### config.mk
export PLATFORM = sky130hd
export DESIGN_NAME = fifo_sync_ram_ctrl
export DESIGN_NICKNAME = d
export VERILOG_FILES = /design/src/rtl/fifo_ctrl_pkg.sv /design/src/rtl/fifo_ctrl_vld_pipe.sv /design/src/rtl/fifo_sync_ram_ctrl.sv
export SDC_FILE = /design/constraint.sdc
export NUM_CORES = 1
export LEC_CHECK = 0
export BUFFER_PORTS_ARGS = -buffer_cell sky130_fd_sc_hd__buf_2
export CORE_MARGIN = 2
export CORE_UTILIZATION = 39
export DETAILED_ROUTE_END_ITERATION = 10
export PLACE_DENSITY = 0.8
export SYNTH_ARGS = -nofsm -noshare
export SYNTH_HDL_FRONTEND = slang
export SYNTH_HIERARCHICAL = 1
export SYNTH_SLANG_ARGS = --single-unit
### constraint.sdc
create_clock -name CLOCK -period 3 [get_ports CLOCK]
set_input_delay 0.3 -clock CLOCK [delete_from_list [all_inputs] [get_ports CLOCK]]
set_output_delay 0.3 -clock CLOCK [all_outputs]
set_load 0.05 [all_outputs]
### src/rtl/fifo_ctrl_pkg.sv
// Shared constants and helpers for the single-clock FIFO RAM controller:
// pointer width, legal RAM read latencies and the full/empty pointer compare.
package fifo_ctrl_pkg;

  localparam int RD_LAT_NONPIPE = 1;
  localparam int RD_LAT_PIPE    = 2;

  typedef struct packed {
    logic full;
    logic empty;
  } ptr_flags_t;

  function automatic int ptr_width(input int depth_log2);
    return depth_log2 + 1;
  endfunction

  function automatic bit rd_lat_legal(input int lat);
    return (lat == RD_LAT_NONPIPE) || (lat == RD_LAT_PIPE);
  endfunction

  // Pointers carry one wrap bit above the RAM address, so the masked
  // difference is the fill level and equals 2^depth_log2 exactly when full.
  function automatic ptr_flags_t ptr_flags(input logic [31:0] wptr,
                                           input logic [31:0] rptr,
                                           input int depth_log2);
    logic [31:0] mask;
    logic [31:0] diff;
    ptr_flags_t  f;
    mask    = (32'd1 << (depth_log2 + 1)) - 32'd1;
    diff    = (wptr - rptr) & mask;
    f.empty = (diff == 32'd0);
    f.full  = (diff == (32'd1 << depth_log2));
    return f;
  endfunction

endpackage

### src/rtl/fifo_ctrl_vld_pipe.sv
// Reset-cleared shift register that delays the read-accept strobe by the RAM
// read latency so that DVLD lines up with RAM read data.
module fifo_ctrl_vld_pipe #(
  parameter int DEPTH = 1
) (
  input  logic clk,
  input  logic rst_n,
  input  logic vld_in,
  output logic vld_out
);

  logic [DEPTH-1:0] sr_q;
  logic [DEPTH-1:0] sr_d;

  always_comb begin
    sr_d    = '0;
    sr_d[0] = vld_in;
    for (int i = 1; i < DEPTH; i++) begin
      sr_d[i] = sr_q[i-1];
    end
  end

  always_ff @(posedge clk or negedge rst_n) begin
    if (!rst_n) begin
      sr_q <= '0;
    end else begin
      sr_q <= sr_d;
    end
  end

  assign vld_out = sr_q[DEPTH-1];

endmodule

### src/rtl/fifo_sync_ram_ctrl.sv
// Single-clock FIFO controller driving a dual-port RAM wrapper.
// Optional sticky ECC status is enabled with macro FIFO_SYNC_RAM_CTRL_ECC_EN.
module fifo_sync_ram_ctrl
  import fifo_ctrl_pkg::*;
#(
  parameter int WIDTH      = 32,
  parameter int DEPTH_LOG2 = 7,
  parameter int RD_LAT     = 1
) (
  input  logic                  CLOCK,
  input  logic                  RESET_N,
  input  logic                  WE,
  input  logic [WIDTH-1:0]      DATA,
  input  logic                  RE,
  output logic [WIDTH-1:0]      Q,
  output logic                  DVLD,
  output logic                  FULL,
  output logic                  EMPTY,
  output logic                  WACK,
  output logic                  OVERFLOW,
  output logic                  UNDERFLOW,
  output logic [DEPTH_LOG2:0]   WRCNT,
  output logic [WIDTH-1:0]      RAM_WDATA,
  output logic [DEPTH_LOG2-1:0] RAM_WADDR,
  output logic                  RAM_WEN,
  output logic [DEPTH_LOG2-1:0] RAM_RADDR,
  output logic                  RAM_REN,
  input  logic [WIDTH-1:0]      RAM_RDATA,
  input  logic                  RAM_SB_CORRECT,
  input  logic                  RAM_DB_DETECT,
  output logic                  SB_CORRECT,
  output logic                  DB_DETECT
);

  localparam int PW = ptr_width(DEPTH_LOG2);

  generate
    if (!rd_lat_legal(RD_LAT)) begin : g_bad_rd_lat
      $error("fifo_sync_ram_ctrl: RD_LAT must be 1 or 2");
    end
  endgenerate

  logic [PW-1:0] wptr_q, wptr_d;
  logic [PW-1:0] rptr_q, rptr_d;
  logic [PW-1:0] wrcnt_q, wrcnt_d;
  logic          full_q, full_d;
  logic          empty_q, empty_d;
  logic          wack_q, wack_d;
  logic          ovf_q, ovf_d;
  logic          udf_q, udf_d;
  logic          wr_acc;
  logic          rd_acc;
  logic          dvld;
  ptr_flags_t    flags;

  // Both requests are judged on the registered flags, so a write never
  // bypasses into an empty FIFO and a read never frees space for a same-cycle write.
  always_comb begin
    wr_acc  = WE & ~full_q;
    rd_acc  = RE & ~empty_q;
    wptr_d  = wptr_q + {{(PW-1){1'b0}}, wr_acc};
    rptr_d  = rptr_q + {{(PW-1){1'b0}}, rd_acc};
    flags   = ptr_flags(32'(wptr_d), 32'(rptr_d), DEPTH_LOG2);
    full_d  = flags.full;
    empty_d = flags.empty;
    wrcnt_d = wptr_d - rptr_d;
    wack_d  = wr_acc;
    ovf_d   = WE & full_q;
    udf_d   = RE & empty_q;
  end

  always_ff @(posedge CLOCK or negedge RESET_N) begin
    if (!RESET_N) begin
      wptr_q  <= '0;
      rptr_q  <= '0;
      wrcnt_q <= '0;
      full_q  <= 1'b0;
      empty_q <= 1'b1;
      wack_q  <= 1'b0;
      ovf_q   <= 1'b0;
      udf_q   <= 1'b0;
    end else begin
      wptr_q  <= wptr_d;
      rptr_q  <= rptr_d;
      wrcnt_q <= wrcnt_d;
      full_q  <= full_d;
      empty_q <= empty_d;
      wack_q  <= wack_d;
      ovf_q   <= ovf_d;
      udf_q   <= udf_d;
    end
  end

  fifo_ctrl_vld_pipe #(
    .DEPTH (RD_LAT)
  ) u_vld_pipe (
    .clk     (CLOCK),
    .rst_n   (RESET_N),
    .vld_in  (rd_acc),
    .vld_out (dvld)
  );

  assign RAM_WEN   = wr_acc;
  assign RAM_WADDR = wptr_q[DEPTH_LOG2-1:0];
  assign RAM_WDATA = DATA;
  assign RAM_REN   = rd_acc;
  assign RAM_RADDR = rptr_q[DEPTH_LOG2-1:0];

  assign Q         = RAM_RDATA;
  assign DVLD      = dvld;
  assign FULL      = full_q;
  assign EMPTY     = empty_q;
  assign WACK      = wack_q;
  assign OVERFLOW  = ovf_q;
  assign UNDERFLOW = udf_q;
  assign WRCNT     = wrcnt_q;

`ifdef FIFO_SYNC_RAM_CTRL_ECC_EN
  logic sb_q, sb_d;
  logic db_q, db_d;

  // RAM ECC flags only mean something while the read data is being presented.
  always_comb begin
    sb_d = sb_q | (RAM_SB_CORRECT & dvld);
    db_d = db_q | (RAM_DB_DETECT & dvld);
  end

  always_ff @(posedge CLOCK or negedge RESET_N) begin
    if (!RESET_N) begin
      sb_q <= 1'b0;
      db_q <= 1'b0;
    end else begin
      sb_q <= sb_d;
      db_q <= db_d;
    end
  end

  assign SB_CORRECT = sb_q;
  assign DB_DETECT  = db_q;
`else
  logic unused_ecc;
  assign unused_ecc = RAM_SB_CORRECT ^ RAM_DB_DETECT;
  assign SB_CORRECT = 1'b0;
  assign DB_DETECT  = 1'b0;
`endif

endmodule

### Yosys cells after proc, flatten, opt, wreduce, memory -nomap -nowiden

Cells that the tools add are included.

* equal/unequal tests: 1
* bitwise gates (word level): 6
* add/sub/neg operators: 4
* reduce and logical (&&, ||, !) cells: 1

Operators with widths (number)
* 32-bit zero test: 1
* 8-bit by 1-bit adder with 8-bit output: 2
* 8-bit subtractor: 2
* 8-bit == test, second input constant: 1
* 1-bit bitwise AND: 4
* 1-bit NOT: 2

* input port bits: 70
* output and inout port bits: 96
* flip-flop bits (word level): 30
* word-level logic and storage cells: 21

### Longest topological paths before layout

Gate-level depths: netlist (run 1).

* depth after elaboration: 5
* gate-level depth with buffers: 13
* gate-level depth less buffers: 12

### Cells and area by module

Netlist (run 1), hierarchy kept.

By module, submodules not included
* fifo_sync_ram_ctrl: area each 1983.2 um2, times used 1, seq. area each 726.9 um2, cells an instance 199
* fifo_ctrl_vld_pipe: area each 25.0 um2, times used 1, seq. area each 25.0 um2, cells an instance 1

### Worst setup path before layout (run 1)

OpenSTA, ideal clock, no wires.

* path type: flip-flop to flip-flop
* start: reg full_q (netlist: FULL)
* end: reg empty_q (netlist: EMPTY)
* slack: -0.707 ns
* path buffers: 0
* clock period less this slack: 3.707 ns
* stages on the path, launching flop included: 10
* library setup time: 0.090 ns
* data arrival time: 3.617 ns
* required time: 2.910 ns
* cells stage by stage: dfrtp_1 -> nor2b_1 -> ha_1 -> ha_1 -> fa_1 -> maj3_2 -> a2111oi_2 -> nor2_1 -> xor2_1 -> nor4_2

* longest elaborated chain between the ends: 5

RTL lines
* from (decl): RTL line fifo_sync_ram_ctrl.sv:46 `logic full_q, full_d;`
* from (signal assigned): RTL line fifo_sync_ram_ctrl.sv:86 `full_q <= full_d;`
* 1-bit NOT: RTL line fifo_sync_ram_ctrl.sv:59 `wr_acc = WE & ~full_q;`
* 1-bit bitwise AND: RTL line fifo_sync_ram_ctrl.sv:59
* net RAM_WEN: RTL line fifo_sync_ram_ctrl.sv:25 `output logic RAM_WEN,`
* 8-bit by 1-bit adder with 8-bit output: RTL line fifo_sync_ram_ctrl.sv:61 `wptr_d = wptr_q + {{(PW-1){1'b0}}, wr_acc};`
* net wptr_d[1]: RTL line fifo_sync_ram_ctrl.sv:43 `logic [PW-1:0] wptr_q, wptr_d;`
* 8-bit subtractor: RTL line fifo_ctrl_pkg.sv:30 `diff = (wptr - rptr) & mask;`
* 32-bit zero test: RTL line fifo_ctrl_pkg.sv:31 `f.empty = (diff == 32'd0);`
* net empty_d: RTL line fifo_sync_ram_ctrl.sv:47 `logic empty_q, empty_d;`
* to (signal assigned): RTL line fifo_sync_ram_ctrl.sv:87 `empty_q <= empty_d;`
* to (decl): RTL line fifo_sync_ram_ctrl.sv:47

The timed path passes the listed nets, and every way through them passes these cells.

### Final worst setup path (run 1)

* start: reg empty_q (netlist: EMPTY)
* end: reg empty_q (netlist: EMPTY)

* longest elaborated chain between the ends: 5

RTL lines
* 1-bit NOT: RTL line fifo_sync_ram_ctrl.sv:60 `rd_acc = RE & ~empty_q;`
* 1-bit bitwise AND: RTL line fifo_sync_ram_ctrl.sv:60
* 8-bit by 1-bit adder with 8-bit output: RTL line fifo_sync_ram_ctrl.sv:62 `rptr_d = rptr_q + {{(PW-1){1'b0}}, rd_acc};`
* 8-bit subtractor: RTL line fifo_ctrl_pkg.sv:30
* 32-bit zero test: RTL line fifo_ctrl_pkg.sv:31
* net empty_d: RTL line fifo_sync_ram_ctrl.sv:47

The timed path passes the listed nets, and every way through them passes these cells.

==> results.txt, run 1 <==
* Final core utilization: 0.370
- Clock Tree Buf Depth: 2
* Sequence of cells on the critical path: nor2b_4 -> ha_1 -> ha_2 -> nand3_2 -> xor2_2 -> ha_1 -> a21o_1 -> a21oi_1 -> nor2b_1 -> a311oi_2 -> xor2_1 -> buf_4 -> nor4_4
- The initial antenna violation count came to 0.
- For this run, the leading register cell type out of synthesis is sky130_fd_sc_hd__dfrtp_1.
- For met1 alone, demand over resource in global routing was 0.131.
* Critical Path AT: 3070 ps
- The core region is 5040 um2.
* Drc violations: 0
- In this run the static leakage power is 0.895 nW.
* Routed wire per std cell: 15.0 um
* Family with the most delay on the worst path: adder cells
- From bottom edge to top edge, the die measures 75.8 um.
- The first global-routing pass estimated 5140 um of wire.
- Post-synth ARST share: 1.00
* Wire length after detailed routing: 3480 um
* Global routing usage on met2: 0.214
- Top fanout value on the critical path: 4
- The congestion estimate from routability-driven global placement came to 0.800.
* Buffer cell driving the clock tree root: sky130_fd_sc_hd__clkbuf_8
- The biggest area contributor in the post-synthesis netlist is sky130_fd_sc_hd__dfrtp_1.
- Max-cap violations: 0
- The critical path in this run is classified as reg -> reg.
- Total global routing track utilization: 0.126
- The count of final max-slew check failures was 0.
- Detailed placement finished with a half-perimeter wire length of 2830 um.
- During I/O placement, the number of pins put on the boundary was 166.
- The synthesized netlist occupies a cell area of 2010 um2.
- The cell count after synthesis came out at 200.
- Setup slack at placement: 82.4 ps
* Nature of the critical path endpoint: register
- For the finished layout, the period the worst path requires is 2880 ps.
- Remaining number of nets flagged by the antenna check after routing: 0
- The average instance in the mapped netlist occupies 10.0 um2.
* Remaining global-route overflow: 0
* Clock transition at the registers of the reported paths: 60 ps
- DIE WIDTH: 75.8 um
- The first detailed-routing pass took 4 iterations.
- TritonCTS built the clock tree.
- EDFF count, synth: 0
- Of the synthesized area, sequential elements account for 0.374.
- Worst Skew: 6.93 ps
- Delay of the slowest cell on the worst path: 560 ps
- In the final layout, the share of cells above drive strength 1 is 0.383.
- Outcome: completed
* # nets final: 242
- Counting stages on the worst path, the most repeated cell is sky130_fd_sc_hd__ha_1.
- Critical path startpoint category: register
- Final Worst Setup Slack: 122 ps
- For the worst setup path, the data required time is 3190 ps.
- Entering global routing, the biggest net connects 31 pins.
- The initial utilization of the core area, before any placement, comes to 0.398.
* TritonCTS sink count: 30
- Ranked by total cell area, the synthesized netlist is headed by sky130_fd_sc_hd__dfrtp_1 36%, sky130_fd_sc_hd__buf_4 30%, sky130_fd_sc_hd__ha_1 6.2%, sky130_fd_sc_hd__xnor2_1 5.7%, sky130_fd_sc_hd__xor2_1 3.1%.
* Drt first-iter violations: 64
* Cell with the largest stage delay on the worst path: sky130_fd_sc_hd__dfstp_2
- Dividing the final minimum period by the clock period gives 0.959.
- Warnings from Yosys: 6
* Count of state elements after synthesis: 30
- In this run, CTS created clock tree buffers numbering 5.
* Fraction of met3 tracks used by global routing: 0.0542
- Full die area: 5740 um2
* Worst min-delay path class: in -> async
* Clock latency on the worst-skew pair: 280 ps
* Number of global-route vias before repair: 1035
- Worst Max-Slew Pin Slew: 663 ps
- Using the TritonRoute via totals, the vias-per-cell ratio works out to 4.51.
* ANT cells: 0
* Max transition margin: 0.558
* Maximum operating frequency: 347 MHz
- IR analysis of the VDD net gives a maximum drop of 0.512 mV.
- Relative area change from synthesis to final layout: -7.17%
* Setup violations, final: 0
* Power per standard cell area: 1730 nW/um2
* Synth top area share: 0.361
* Smallest hold slack: 45.0 ps
* Number of buffers inserted by hold repair at cts: 0
* WP buf/inv: 1
- Final Hold Vio Count: 0
- After floorplanning, the core was divided into 26 placement rows.
- After synthesis, the netlist uses 31 different library cells.
- Input and output buffers added on the ports amount to 33.
- Overall via count from detail_route: 1047
- Level count of the clock H-tree: 2
* GRT busiest layer: met2
cells by family after synthesis:
family	after synthesis	share of synthesized area
flip-flops	30	0.374
XOR/XNOR	20	0.0872
multiplexers	1	0.00561
adder cells (fa/ha/maj)	12	0.0779
buffers and inverters	90	0.318
AO/OA/AOI/OAI	12	0.0417
AND/OR/NAND/NOR	34	0.0935
other	1	0.00187
placed cells by master, fill, tap and decap left out, types with 2 or more instances in the layout:
master                     Yosys  routed
sky130_fd_sc_hd__and2_1        2       2
sky130_fd_sc_hd__nand2_1       5       5
sky130_fd_sc_hd__xnor2_2       0       2
sky130_fd_sc_hd__clkbuf_8      0       6
sky130_fd_sc_hd__a21oi_1       5       5
sky130_fd_sc_hd__buf_2         0      33
sky130_fd_sc_hd__nor2_1        7       6
sky130_fd_sc_hd__nor2b_4       0       2
sky130_fd_sc_hd__and3_1        3       3
sky130_fd_sc_hd__xnor2_1      13      11
sky130_fd_sc_hd__nand3_1       8       7
sky130_fd_sc_hd__xor2_2        0       2
sky130_fd_sc_hd__conb_1        1       2
sky130_fd_sc_hd__ha_1         10       8
sky130_fd_sc_hd__xor2_1        7       5
sky130_fd_sc_hd__dfrtp_1      29      28
sky130_fd_sc_hd__inv_1         9       9
per-stage QoR:
stage / cell area (um2) / power [mW] / std cells / setup TNS, ps
2_1_floorplan: 2040 / 2.64 / 201 / 0
3_3_place_gp: 1690 / 2.64 / 223 / 0
3_5_place_dp: 1690 / 2.69 / 223 / 0
4_1_cts: 1780 / 3.03 / 231 / 0
5_1_grt: 1860 / 3.47 / 232 / -22.2
6_report: 1860 / 3.23 / 232 / 0
worst register-to-register path, delay by kind of cell (launching register included):
kind,cells,cell delay [ps]
buf+inv,1,160
fa+ha+maj,3,710
flops,1,560
compound gates,3,570
xor+xnor,2,300
simple gates,4,500
power breakdown:
group	switching (mW)	total [mW]	internal (mW)	leakage, nW
registers	0.115	0.696	0.581	0.366
clock network	0.143	0.327	0.185	0.0482
logic	1.46	2.20	0.741	0.481
per-layer routing:
layer | part of all wire | wire [um]
met5 | 0 | 0
met4 | 0.020 | 68
met3 | 0.084 | 291
met2 | 0.53 | 1860
met1 | 0.36 | 1260
cells in the mapped netlist (all sizes together) (2+ instances only):
cell type,instances
nand3,8
inv,9
and2,2
nor2b,3
buf,80
xor2,7
xnor2,13
a21oi,5
dfrtp,29
o21ai,3
nor2,7
ha,10
nand2,5
and3,3
worst paths after layout:
path                             end  cells after the start       from  slack [ps]
min reg2reg                rptr_q[7]                      1  rptr_q[7]         480
min in group CLOCK         UNDERFLOW                      2         RE         250
max                            EMPTY                     13      EMPTY         120
max in group asynchronous       FULL                      1    RESET_N        2480
max reg2reg                    EMPTY                     13      EMPTY         120
min                        rptr_q[0]                      1    RESET_N          40
layout make-up:
cell class | count | area, um2
clock inverters | 1 | 5.00
repair buffers | 34 | 173
fillers | 480 | 3180
well taps | 70 | 87.6
multi-input cells | 81 | 726
flip-flops and latches | 30 | 753
clock buffers | 7 | 86.3
inverters | 9 | 33.8
timing repair:
action,4_1_cts,5_1_grt
endpoints found under the setup margin,0,2
endpoints found under the hold margin,0,0
setup buffers,0,1
gates resized for setup,0,12
No activity file was read; power rests on OpenSTA's default activity.
==> inputs of run 2 (changes only) <==
Settings changed: CORE_UTILIZATION 39 to 30, PLACE_DENSITY 0.8 to 0.64.
==> run 2 against run 1 <==
  * The run now ends with DRC left
  * Global-route usage fell by 2.6 points
  * Flip-flop and latch count did not move
  * Wire length rose by 5.0%
  * Utilization fell by 8.2 points
  * Worst setup slack got worse by 31 ps
  * Hold slack improved by 7.2 ps
==> results.txt, run 2 (synthesized netlist as in run 1, its figures left out) <==
- Outcome: finished, violations left
* Violated checks: DRC
- The wire length of the first global-routing pass is 5580 um (+8.6%).
- Setup TNS: 0 ps (unchanged)
- The combinational power share is 0.678 (-0.005).
* Maximum operating frequency: 344 MHz (-1.1%)
- The total routing resource utilization after global routing was 0.0998 (-0.0264).
- The count of final max-slew check failures was 0 (unchanged).
* Number of global-route vias before repair: 1062 (+2.6%)
- WP buf/inv: 1 (unchanged)
- Final Worst Setup Slack: 90.6 ps (-31.0 ps)
- Setup CP Type: reg -> reg
* Top fanout value on the critical path: 4 (unchanged)
* Overall via count from detail_route: 1073 (+2.5%)
- Setup violations, final: 0 (unchanged)
- Critical Path AT: 3090 ps (+20 ps)
* Level count of the clock H-tree: 2 (unchanged)
- The worst-skew pair later-pin latency came to 280 ps (about the same).
* CTS tree: done
* Max transition margin: 0.562 (+0.00402)
* Area taken by multi-input logic gates: 702 um2 (-3.3%)
* Shortest clock period the worst path allows after layout: 2910 ps (+31.0 ps)
* Required time of the critical path: 3180 ps (about the same)
* # nets final: 242 (unchanged)
- The number of primary I/O pins is 166 (unchanged).
- Leakage power figure: 0.892 nW (-0.31%)
- The sum of overflow across all layers after global routing was 0 (unchanged).
- The slew at the pin closest to its max-slew limit is 657 ps (-6.02 ps).
- Final Hold Vio Count: 0 (unchanged)
* Family with the most delay on the worst path: adder cells
- The final hold slack came to 52.2 ps (+7.17 ps).
- Remaining number of nets flagged by the antenna check after routing: 0 (unchanged)
- The number of placement rows is 29 (+12%).
- Count of port buffers added during placement: 33 (unchanged)
* Final core utilization: 0.288 (-0.0820)
* Power per standard cell area: 1720 nW/um2 (-0.58%)
- Routed wire per std cell: 15.3 um (+2.0%)
- Clock group share of total power: 0.102 (about the same)
* Total half-perimeter wirelength after legalization and detailed placement: 2890 um (+2.1%)
- The worst-case clock skew is 6.50 ps (-0.437 ps).
- Setup repair after global routing missed its margin: true
- Leading cell type in the layout, fill and taps excluded: sky130_fd_sc_hd__buf_2
* Drc violations: 6 (+6)
- The max-capacitance violation count was 0 (unchanged).
* Via density per instance: 4.49 (-0.52%)
- The sequential share of power came to 0.220 (+0.004).
- Sequence of cells on the critical path: nor2b_4 -> ha_1 -> ha_1 -> nand3_2 -> xor2_2 -> ha_1 -> a21o_1 -> a21oi_1 -> nor2b_1 -> a311oi_2 -> xor2_1 -> buf_4 -> nor4_4
- The share of total power consumed by net switching is 0.533 (about the same).
- Internal portion of total power: 1.49 mW (-1.3%)
- The period utilization came to 0.970 (+0.0103).
- The hold-fix buffer count after cts was 0 (unchanged).
- The stage delay of the slowest cell on the critical path came to 560 ps (about the same).
- The clock-pin slew on the worst setup and hold paths came to 60 ps (about the same).
- Setup slack at placement: 52.8 ps (-29.6 ps)
* Switching Power: 1.69 mW (-1.5%)
* Final estimated routing congestion in global placement: 0.795 (-0.60%)
* Layout cells sized above 1: 0.358 (-0.0247)
- Count of fill cells added during filler insertion: 657 (+37%)
- Number of CTS-inserted buffers: 5 (unchanged)
- For this design, the slowest cell found on the critical path is sky130_fd_sc_hd__dfstp_2.
- The maximum buffer depth of the clock tree was 2 (unchanged).
- Peak VDD IR: 0.465 mV (-9.1%)
* Wire length after detailed routing: 3650 um (+5.0%)
- The number of diodes was 0 (unchanged).
- STA classifies the critical path startpoint as a register.
- Worst min-delay path class: in -> async
- The number of cells in the finished layout apart from fillers came to 239 (+3.0%).
* Number of detailed-route iterations in the first pass: 7 (+3)
* Floorplan core area: 6420 um2 (+27%)
- The starting density of the core came to 0.313 (-0.0856).
- The die span in x came to 85.8 um (+13%).
- The area growth from synthesis to layout is -7.98%.
- Sequential cell area: 753 um2 (unchanged)
* Die Ht: 85.8 um (+13%)
* Maximum number of pins on one net before global-route repair: 31 (unchanged)
- The initial DRC count is 63 (-1.6%).
- TritonCTS sink count: 30 (unchanged)
- The initial antenna violation count was 0 (unchanged).
- The total die area is 7360 um2 (+28%).
* Buffer cell driving the clock tree root: sky130_fd_sc_hd__clkbuf_8
* Cell repeated most along the worst path: sky130_fd_sc_hd__ha_1
- The total instance count after detailed placement came to 230 (+3.1%).
- The top cell types in the final layout, fill and taps aside, are 33 x sky130_fd_sc_hd__buf_2, 28 x sky130_fd_sc_hd__dfrtp_1, 11 x sky130_fd_sc_hd__xnor2_1.
* Nature of the critical path endpoint: register
-- run 2: cell count changes in the layout (fill, tap and decap cells not counted) --
cell	delta
sky130_fd_sc_hd__o221ai_2	-1
sky130_fd_sc_hd__ha_2	-1
sky130_fd_sc_hd__o21ai_0	+1
sky130_fd_sc_hd__o21ai_1	-1
sky130_fd_sc_hd__nor2_1	+1
sky130_fd_sc_hd__clkinv_2	-1
sky130_fd_sc_hd__clkbuf_1	+1
sky130_fd_sc_hd__ha_1	+1
sky130_fd_sc_hd__o221ai_1	+1
sky130_fd_sc_hd__nor2_2	-1
sky130_fd_sc_hd__a2111oi_2	+1
sky130_fd_sc_hd__a2111oi_4	-1
-- run 2: layer usage --
layer  global-route usage  share of wire  vias to the layer above
met1                0.112           0.35                      510
met4               0.0649          0.044                        0
met2                0.159           0.51                       54
li1                     -              -                      477
met5                    0              0                        -
met3               0.0366          0.094                       32
-- run 2: power by group through the flow --
stage	Clock [mW]	Combinational [mW]	Sequential (mW)
finish	0.325	2.16	0.698
global route	0.348	2.34	0.726
global placement	0	1.96	0.697
CTS	0.333	2.03	0.694
floorplan	0	1.73	0.903
detailed placement	0	2.01	0.702
-- run 2: through the flow --
step	cell area, um2	total power, mW
2_1_floorplan	2040	2.64
3_3_place_gp	1700	2.66
3_5_place_dp	1700	2.71
4_1_cts	1790	3.06
5_1_grt	1850	3.41
6_report	1850	3.18
-- run 2: path summary, 6_finish.rpt --
check,startpoint,to,slack [ps],cells past startpoint
worst max-delay path,EMPTY,EMPTY,90,13
worst min-delay path,RESET_N,WRCNT[0],50,1
worst max register to register,EMPTY,EMPTY,90,13
worst min register to register,rptr_q[7],rptr_q[7],480,1
max in group asynchronous,RESET_N,FULL,2480,1
min in group CLOCK,WE,OVERFLOW,250,2
-- run 2: cell type report --
class | count | area share
multi-input cells | 81 | 0.380
clock buffers | 8 | 0.0487
well taps | 77 | 0.0521
repair buffers | 34 | 0.0934
inverters | 9 | 0.0183
flip-flops and latches | 30 | 0.408
-- run 2: repair_timing --
action | in CTS | in global routing
endpoints found under the setup margin | 0 | 2
setup buffers | 0 | 1
resized for setup | 0 | 7
==> inputs of run 3 (changes only) <==
Settings changed: CORE_ASPECT_RATIO set to 0.7, SKIP_CTS_REPAIR_TIMING set to 1.
==> run 3 against run 2 <==
  * The run now ends clean
  * Clock-buffer cell count decreased by 1
  * Fmax increased by 2.7%
  * Flip-flop and latch count unchanged
  * Worst setup slack improved by 76 ps
  * Sequential power increased by 0.7%
  * First-iteration DRC count decreased by 6.3%
  * Non-clock buffer count increased by 3
  * Clock power increased by 2%
  * Combinational power increased by 4%
  * Clock skew about the same
  * Wire length decreased by 9.7%
  * Sequential share of layout area decreased by 1.7 points
  * Critical path type unchanged
  * Largest power group unchanged
==> results.txt, run 3 (synthesized netlist as in run 1, its figures left out) <==
- Fin cells: 256 (+7.1%)
- The total of endpoints with negative setup slack in the final report was 0 (unchanged).
- Shortest clock period the worst path allows after layout: 2830 ps (-75.7 ps)
- Number of antenna violations at the first check in global routing: 0 (unchanged)
* Ports placed on the boundary: 166 (unchanged)
- Switching power share of the total: 0.528 (-0.00511)
- Number of detailed-route iterations in the first pass: 4 (-3)
- The total routing resource utilization after global routing was 0.0927 (-0.00710).
* Leading cell type in the layout, fill and taps excluded: sky130_fd_sc_hd__buf_2
- The number of diodes is 0 (unchanged).
- Buffer cell driving the clock tree root: sky130_fd_sc_hd__clkbuf_8
* Routed wire per std cell: 12.9 um (-16%)
- The maximum clock frequency came to 353 MHz (+2.7%).
- The total instance count after detailed placement came to 246 (+7.0%).
- The detail-routed via count per cell came to 4.16 (-7.3%).
* Outcome: completed
- Sequential group share of total power: 0.214 (-0.006)
- Layout cells sized above 1: 0.400 (+0.0420)
- The total die area was 7370 um2 (+0.14%).
- Number of max-slew violations in the final report: 0 (unchanged)
- The area inside the core boundary was 6340 um2 (-1.3%).
- The worst-skew pair later-pin latency came to 280 ps (about the same).
- Clock Tree Buf Depth: 2 (unchanged)
- The sum of overflow across all layers after global routing was 0 (unchanged).
* Top fanout value on the critical path: 4 (unchanged)
* Worst Max-Slew Pin Slew: 682 ps (+25.9 ps)
- The die span in x is 102 um (+19%).
* Count of fill cells added during filler insertion: 659 (+0.30%)
- Worst min-delay path class: in -> async
- The normalized max-slew margin came to 0.545 (-0.0173).
- Count of port buffers added during placement: 33 (unchanged)
* Power per standard cell area: 1700 nW/um2 (-1.2%)
- The wire length of the first global-routing pass is 5130 um (-8.2%).
- Level count of the clock H-tree: 2 (unchanged)
- The number of clock sinks was 30 (unchanged).
* Internal portion of total power: 1.55 mW (+4.2%)
- The leakage power summed over all cells is 0.909 nW (+1.9%).
* Combinational Power Share: 0.685 (+0.007)
- The clock-pin slew on the worst setup and hold paths is 60 ps (about the same).
- Relative area change from synthesis to final layout: -4.05%
- The worst-case clock skew was 6.35 ps (-0.150 ps).
- Die Ht: 72.5 um (-16%)
- Number of CTS-inserted buffers: 5 (unchanged)
- The number of antenna-violating nets in the routed design is 0 (unchanged).
* Setup CP Type: reg -> reg
- The starting density of the core came to 0.317 (+0.00426).
- The max-capacitance violation count is 0 (unchanged).
- Commonest cells after routing, fill and taps aside: 33 x sky130_fd_sc_hd__buf_2, 28 x sky130_fd_sc_hd__dfrtp_1, 12 x sky130_fd_sc_hd__xnor2_1
- Final estimated routing congestion in global placement: 0.742 (-6.7%)
- The number of placement rows is 24 (-17%).
- The count of final hold-check violations is 0 (unchanged).
* Critical path startpoint category: register
- The final wirelength is 3300 um (-9.7%).
- Total half-perimeter wirelength after legalization and detailed placement: 2520 um (-13%)
- The period utilization is 0.945 (-0.0252).
* Setup TNS: 0 ps (unchanged)
* Nature of the critical path endpoint: register
* Overall via count from detail_route: 1065 (-0.75%)
- # nets final: 245 (+1.2%)
- The fraction of power consumed by the clock network is 0.101 (about the same).
- The net switching power of the design came to 1.73 mW (+2.0%).
- The data arrival time of the critical path was 3020 ps (-70 ps).
- The initial DRC count is 59 (-6.3%).
- The number of global-route vias before repair was 994 (-6.4%).
- The core utilization of the finished layout came to 0.304 (+0.0164).
- Peak VDD IR: 0.479 mV (+2.9%)
- Maximum number of pins on one net before global-route repair: 31 (unchanged)
- TritonCTS built the clock tree.
* Sequential cell area: 753 um2 (unchanged)
- The remaining routing DRC violations came to 0 (-6).
* Required time of the critical path: 3180 ps (about the same)
- Area taken by multi-input logic gates: 739 um2 (+5.3%)
[run 3: cell count changes in the layout (fill, tap and decap cells not counted), sizes merged]
cell and delta:
clkbuf -1, buf +3, clkinv +1
[run 3: metal layers]
| layer | vias up | part of all wire | GRT usage |
|---|---|---|---|
| met2 | 50 | 0.39 | 0.111 |
| li1 | 490 | - | - |
| met3 | 10 | 0.095 | 0.0578 |
| met4 | 0 | 0.013 | 0.0300 |
| met1 | 515 | 0.50 | 0.132 |
| met5 | - | 0 | 0 |
[run 3: metrics by stage]
step	power, mW	setup WS [ps]	instance area, um2	hold slack [ps]
2_1_floorplan	2.64	7.16	2040	4.41
3_3_place_gp	2.69	105	1730	369
3_5_place_dp	2.71	47.7	1730	376
4_1_cts	3.06	30.1	1820	74.9
5_1_grt	3.53	-19.5	1930	104
6_report	3.28	166	1930	61.2
[run 3: final timing paths]
kind | start | end | slack (ps) | cells past startpoint
min reg2reg | rptr_q[7] | rptr_q[7] | 480 | 1
max | EMPTY | FULL | 170 | 10
max reg2reg | EMPTY | FULL | 170 | 10
min | RESET_N | wptr_q[3] | 60 | 1
max in group asynchronous | RESET_N | FULL | 2460 | 1
min in group CLOCK | WE | OVERFLOW | 250 | 2
[run 3: area by class of cell]
type                    instances  area share
flip-flops and latches         30       0.391
multi-input cells              81       0.384
repair buffers                 37       0.101
well taps                      91      0.0591
clock buffers                   7      0.0448
inverters                       9      0.0175
clock inverters                 1     0.00260
[run 3: power groups by stage]
stage	registers, mW	clock network [mW]	logic [mW]
after floorplan	0.903	0	1.73
after global placement	0.696	0	1.99
after detailed placement	0.702	0	2.01
after CTS	0.697	0.342	2.02
after global routing	0.725	0.374	2.43
final	0.703	0.330	2.24
[run 3: worst max-delay path, stage by stage, from the launching register on]
cell	delay (ps)
sky130_fd_sc_hd__dfstp_2	560
sky130_fd_sc_hd__nor2b_4	50
sky130_fd_sc_hd__ha_1	210
sky130_fd_sc_hd__ha_2	330
sky130_fd_sc_hd__inv_1	70
sky130_fd_sc_hd__fa_2	370
sky130_fd_sc_hd__maj3_2	360
sky130_fd_sc_hd__a2111oi_4	280
sky130_fd_sc_hd__nor2_1	120
sky130_fd_sc_hd__xor2_2	180
sky130_fd_sc_hd__nor4b_4	210
